File: config.mk
export PLATFORM = sky130hd
export DESIGN_NAME = if_fetch_queue
export DESIGN_NICKNAME = d
export VERILOG_FILES = /design/src/rtl/if_fetch_queue_pkg.sv /design/src/rtl/if_queue_fifo.sv /design/src/rtl/if_fetch_queue.sv
export SDC_FILE = /design/constraint.sdc
export NUM_CORES = 1
export LEC_CHECK = 0
export CORE_MARGIN = 5
export CORE_UTILIZATION = 56
export CTS_CLUSTER_DIAMETER = 60
export DETAILED_ROUTE_END_ITERATION = 7
export GPL_TIMING_DRIVEN = 0
export PLACE_DENSITY = 0.81
export SLEW_MARGIN = 0
export SYNTH_ARGS = -nofsm -noshare
export SYNTH_HDL_FRONTEND = slang
export SYNTH_SLANG_ARGS = --single-unit
File: constraint.sdc
create_clock -name clk -period 2.6 [get_ports clk]
set_input_delay 0.39 -clock clk [delete_from_list [all_inputs] [get_ports clk]]
set_output_delay 0.39 -clock clk [all_outputs]
set_load 0.01 [all_outputs]
File: src/rtl/if_fetch_queue_pkg.sv
// Shared widths, fetch-address constants and the queued {pc, inst} payload for the fetch front end.
package if_fetch_queue_pkg;

    localparam int unsigned INST_ADDR_W = 32;
    localparam int unsigned INST_W      = 32;

    localparam logic                   CHIP_ENABLE     = 1'b1;
    localparam logic                   CHIP_DISABLE    = 1'b0;
    localparam logic [INST_W-1:0]      ZERO_WORD       = '0;
    localparam logic [INST_ADDR_W-1:0] START_INST_ADDR = 32'h0000_0000;
    localparam logic [INST_ADDR_W-1:0] PC_STEP         = 32'd4;

    typedef struct packed {
        logic [INST_ADDR_W-1:0] pc;
        logic [INST_W-1:0]      inst;
    } fetch_entry_t;

    // Instructions are word aligned; the low two address bits are dropped.
    function automatic logic [INST_ADDR_W-1:0] align_pc(input logic [INST_ADDR_W-1:0] addr);
        return addr & ~INST_ADDR_W'(3);
    endfunction

endpackage

File: src/rtl/if_queue_fifo.sv
// DEPTH-entry {pc, inst} FIFO with push/pop/flush and occupancy; head entry read from registers.
module if_queue_fifo
    import if_fetch_queue_pkg::*;
#(
    parameter int unsigned DEPTH = 4
) (
    input  logic                   clk,
    input  logic                   rst_n,
    input  logic                   i_push,
    input  fetch_entry_t           i_data,
    input  logic                   i_pop,
    input  logic                   i_flush,
    output fetch_entry_t           o_head,
    output logic [$clog2(DEPTH):0] o_occ,
    output logic                   o_full,
    output logic                   o_empty
);

    localparam int unsigned PTR_W = $clog2(DEPTH);
    localparam int unsigned OCC_W = PTR_W + 1;

    fetch_entry_t     r_mem [DEPTH];
    logic [PTR_W-1:0] r_wr_ptr;
    logic [PTR_W-1:0] r_rd_ptr;
    logic [OCC_W-1:0] r_occ;

    // Storage is cleared on reset so the head outputs read zero while the queue is reset.
    always_ff @(posedge clk or negedge rst_n) begin
        if (!rst_n) begin
            for (int unsigned i = 0; i < DEPTH; i++) begin
                r_mem[PTR_W'(i)] <= '{pc: ZERO_WORD, inst: ZERO_WORD};
            end
        end else if (i_push && !i_flush) begin
            r_mem[r_wr_ptr] <= i_data;
        end
    end

    always_ff @(posedge clk or negedge rst_n) begin
        if (!rst_n) begin
            r_wr_ptr <= '0;
            r_rd_ptr <= '0;
            r_occ    <= '0;
        end else if (i_flush) begin
            r_wr_ptr <= '0;
            r_rd_ptr <= '0;
            r_occ    <= '0;
        end else begin
            if (i_push) r_wr_ptr <= r_wr_ptr + PTR_W'(1);
            if (i_pop)  r_rd_ptr <= r_rd_ptr + PTR_W'(1);
            case ({i_push, i_pop})
                2'b10:   r_occ <= r_occ + OCC_W'(1);
                2'b01:   r_occ <= r_occ - OCC_W'(1);
                default: r_occ <= r_occ;
            endcase
        end
    end

    assign o_head  = r_mem[r_rd_ptr];
    assign o_occ   = r_occ;
    assign o_full  = (r_occ == OCC_W'(DEPTH));
    assign o_empty = (r_occ == '0);

endmodule

File: src/rtl/if_fetch_queue.sv
// Instruction-fetch front end: PC, ROM fetch control, {pc, inst} queue and valid/ready hand-off to ID.
// Optional IF_FETCH_BYPASS_EN: empty-queue fetches go straight to ID with zero latency.
module if_fetch_queue
    import if_fetch_queue_pkg::*;
#(
    parameter int unsigned             DEPTH    = 4,
    parameter logic [INST_ADDR_W-1:0]  RESET_PC = START_INST_ADDR
) (
    input  logic                   clk,
    input  logic                   rst,
    input  logic [INST_W-1:0]      rom_inst,
    output logic [INST_ADDR_W-1:0] rom_addr,
    output logic                   rom_ce,
    input  logic                   redirect_i,
    input  logic [INST_ADDR_W-1:0] redirect_pc_i,
    input  logic                   id_ready_i,
    output logic                   id_valid_o,
    output logic [INST_W-1:0]      id_inst_o,
    output logic [INST_ADDR_W-1:0] id_pc_o,
    output logic [$clog2(DEPTH):0] occ_o
);

    logic [INST_ADDR_W-1:0] r_pc;
    fetch_entry_t           w_head;
    logic                   w_full;
    logic                   w_empty;
    logic                   w_q_valid;
    logic                   w_pop;
    logic                   w_push;
    logic                   w_fetch;

    if_queue_fifo #(.DEPTH(DEPTH)) u_fifo (
        .clk     (clk),
        .rst_n   (rst),
        .i_push  (w_push),
        .i_data  ('{pc: r_pc, inst: rom_inst}),
        .i_pop   (w_pop),
        .i_flush (redirect_i),
        .o_head  (w_head),
        .o_occ   (occ_o),
        .o_full  (w_full),
        .o_empty (w_empty)
    );

    // A redirect hides the head so the pop handshake cannot complete in the flush cycle.
    assign w_q_valid = ~w_empty & ~redirect_i;
    assign w_pop     = w_q_valid & id_ready_i;

    // A full queue may still fetch when the head leaves in the same cycle.
    assign w_fetch = rst & ~redirect_i & (~w_full | w_pop);
    assign rom_ce  = w_fetch ? CHIP_ENABLE : CHIP_DISABLE;
    assign rom_addr = r_pc;

`ifdef IF_FETCH_BYPASS_EN
    logic w_bypass;

    // Empty queue and a ready consumer: hand the fetched word to ID directly instead of queueing it.
    assign w_bypass   = rst & w_empty & ~redirect_i & id_ready_i;
    assign w_push     = w_fetch & ~w_bypass;
    assign id_valid_o = w_q_valid | w_bypass;
    assign id_inst_o  = w_bypass ? rom_inst : w_head.inst;
    assign id_pc_o    = w_bypass ? r_pc     : w_head.pc;
`else
    assign w_push     = w_fetch;
    assign id_valid_o = w_q_valid;
    assign id_inst_o  = w_head.inst;
    assign id_pc_o    = w_head.pc;
`endif

    always_ff @(posedge clk or negedge rst) begin
        if (!rst) begin
            r_pc <= RESET_PC;
        end else if (redirect_i) begin
            r_pc <= align_pc(redirect_pc_i);
        end else if (w_fetch) begin
            r_pc <= r_pc + PC_STEP;
        end
    end

endmodule

==> results by group, run 1 <==
Final layout
  • Post-route design area: 16500 sq um
  • Multi-input gate area: 5630 sq um
  • Share of layout cells above drive strength 1: 39.3%
  • N_diodes: 0
  • Fill cell total of the finished layout: 1604
  • Final Non-Filler Cells: 1447
  • Commonest cells after routing, fill and taps aside: 281 x dfrtp_1, 249 x mux2_2, 137 x clkdlybuf4s50_1
  • Leading cell type in the layout, fill and taps excluded: dfrtp_1
  • Layout Utilization: 70.9%
  • Nets: 1181
  • FF+latch area: 7140 sq um
  • Area added between synthesis and finish: 25.6%

Worst hold path
  • Hold Path Class: primary input to flop
  • Hold Path Cell Cnt: 3
  • Worst Hold End: u_fifo.o_occ[1]$_DFFE_PN0P_
  • Min-delay src: id_ready_i

Clock network
  • Max clock buf depth: 3
  • CTS H-tree lvls: 1
  • Clock slew at reported path FFs: 60 ps
  • Total CTS buffers: 31
  • Root Driver: clkbuf_16
  • CTS tree: done
  • Worst-Skew Late Latency: 550 ps
  • CTS Sinks: 285

Critical path
  • Slowest cell on crit path: mux4_2
  • CP Launch Type: flop
  • Reg2Reg Capture Point: u_fifo.r_mem[87]$_DFFE_PN0P_
  • Worst r2r path cells: 6
  • Worst path max stage delay: 550 ps
  • R2r startpoint: u_fifo.o_occ[0]$_DFFE_PN0P_
  • Worst Setup Path Type: flop to output pin
  • CP Max Fanout: 10
  • CP Data Arrival Time: 2330 ps
  • CP Capture Type: output pin
  • CP Data Required Time: 2210 ps
  • Cells along the critical path: buf_12, buf_6, mux4_2, clkdlybuf4s50_1
  • R2R setup slack: 180 ps

Power and ir drop
  • LEAKAGE: 6.99 nW
  • Max VDD drop: 0.680 mV
  • Power per cell area: 913 nW/um^2

Detailed routing
  • Post-Route WL: 30.9 mm
  • DRT Pass-1 Iters: 5
  • DRC: 0
  • Via-to-Cell Ratio: 5.88
  • Remaining antenna violation count: 0
  • Drt initial violations: 648
  • Vias post-DR: 8513
  • DR WL/cell: 21.4 um

Timing
  • Fin crit share: 105%
  • Fin crit period: 2720 ps
  • Slew @ Worst Pin: 605 ps
  • Highest clock rate: 0.367 GHz
  • Final hold slack: 342 ps
  • Worst slew margin: 59.5%
  • Max Slew Vio Count: 0
  • Final setup vio count: 37
  • Final hold violations: 0
  • Skew final: 21.7 ps
  • Final setup TNS: -2780 ps
  • Worst setup margin: -124 ps
  • Unrepaired setup endpoints after global routing: true

Status
  • Status: finished, violations left
  • Failing checks: setup timing

Floorplan
  • Rows: 56
  • Overall die height: 163 um
  • # IOs: 169
  • Placeable Area: 23300 sq um
  • Area of the die: 26600 sq um
  • Starting Density: 56.4%
  • Die Span X: 163 um

Synth
  • Number of synthesized register bits: 285
  • Number of synthesized flops with an enable pin: 0
  • Post-synthesis cell type count: 50
  • Most used DFF post-synth: dfrtp_1
  • Post-synth ARST share: 100%
  • Avg Cell Area, Syn: 14.6 sq um
  • Ys Warns: 0
  • Post-Synthesis Cells: 901
  • Register area share after synthesis: 54.3%
  • Cell Area, Synth: 13100 sq um

Global route
  • Antenna violations before repair: 0
  • First-pass GRT wire length: 50.2 mm
  • Gr usage total: 24.0%
  • Total gr overflow: 0
  • Largest net degree at the start of global routing: 102
  • Via count of the first global-routing pass: 9070

Placed design
  • Cells after DPL: 1385
  • Dpl cell area: 15200 sq um
  • Post-detail-place hpwl: 20.4 mm
  • GP Congestion: 0.869
  • PortBufs: 160

Run
  • Max_cap viols: 0
registers in the layout, indices dropped and copies added, names as in the netlist:
| name | cells |
|---|---|
| rom_addr | 30 |
| u_fifo.r_rd_ptr | 2 |
| u_fifo.r_mem | 248 |
| u_fifo.r_wr_ptr | 2 |
| u_fifo.o_occ | 3 |
synthesized netlist by cell type (all sizes together) (4+ instances only):
cell,count,area [sq um]
xor2,4,35.0
or4,13,101
nand3,14,70.1
a31oi,15,93.8
inv,8,30.0
or3,7,46.3
xnor2,11,96.3
clkbuf,27,101
nand2,25,93.8
nor3,10,55.1
o31ai,10,75.1
ha,5,62.6
dfrtp,285,7130
o21ai,19,95.1
nor2,25,93.8
mux2,249,2800
nor2b,6,37.5
mux4,62,1400
buf,51,270
nand4,11,90.1
and4,4,35.0
a21oi,6,30.0
how the worst max path moves through the flow:
stage | start | endpoint | slack [ps]
2_1_floorplan | redirect_i | u_fifo.o_occ[1]$_DFFE_PN0P_ | 190
3_3_place_gp | rst | rom_addr[26]$_DFFE_PN0N_ | -12550
3_5_place_dp | rst | u_fifo.r_mem[216]$_DFFE_PN0P_ | -930
4_1_cts | u_fifo.r_rd_ptr[0]$_DFFE_PN0P_ | id_inst_o[5] | -150
5_1_grt | u_fifo.r_rd_ptr[0]$_DFFE_PN0P_ | id_inst_o[5] | -200
6_report | u_fifo.r_rd_ptr[0]$_DFFE_PN0P_ | id_inst_o[5] | -120
stage by stage:
stage          power, mW  worst slack, ps
6_report            15.1             -124
5_1_grt             15.8             -197
4_1_cts             15.2             -148
3_5_place_dp        10.8             -931
3_3_place_gp        10.6           -12550
2_1_floorplan       8.96              190
report_power, final:
group / switching, mW / internal, mW
logic: 1.50 / 2.58
clock network: 1.72 / 2.67
registers: 0.744 / 5.83
kinds of logic (layout without fill, tap and decap cells):
kind of cell	count (synthesis)	in the layout	share of synthesized area [%]
multiplexers	312	312	32.1
flip-flops	285	285	54.3
AND/OR/NAND/NOR	133	133	5.84
buffers and inverters	86	310	3.06
AO/OA/AOI/OAI	63	63	3.04
XOR/XNOR	15	15	1.00
adder cells (fa/ha/maj)	6	6	0.629
other	1	4	0.0286
worst max-delay path, delay by kind of cell (launching register included):
family	cells	cell delay, ps
DFF	1	370
muxes	1	550
buffers and inverters	3	870
layout make-up:
cell class	count	area share [%]
timing repair buffer	172	11.0
multi-input combinational	533	34.1
sequential	285	43.3
inverter	8	0.182
tap	319	2.42
clock buffer	43	5.40
clock inverter	11	0.857
buffer	76	2.68
metal layers:
metal / GRT usage, % / wire length (um) / vias up
met5: 0 / 0 / -
met4: 4.84 / 566 / 0
met3: 3.96 / 2070 / 61
met2: 39.4 / 14900 / 302
met1: 34.5 / 13400 / 4371
li1: - / - / 3779
timing repair:
| item | 4_1_cts | 5_1_grt |
|---|---|---|
| endpoints found under the setup margin | 312 | 80 |
| pin swaps | 1 | 1 |
| hold buffers | 5 | 0 |
| gates resized for setup | 53 | 11 |
| hold endpoints to repair | 79 | 0 |
| cloned | 1 | 0 |
| buffers inserted | 3 | 1 |
Note: power is estimated with default switching activity, not from simulation.
==> run 2: changes to the inputs <==
SKIP_LAST_GASP = 1   (was not set)
==> results of run 2 <==
No change in the layout: final DEF, timing and power equal those of run 1.
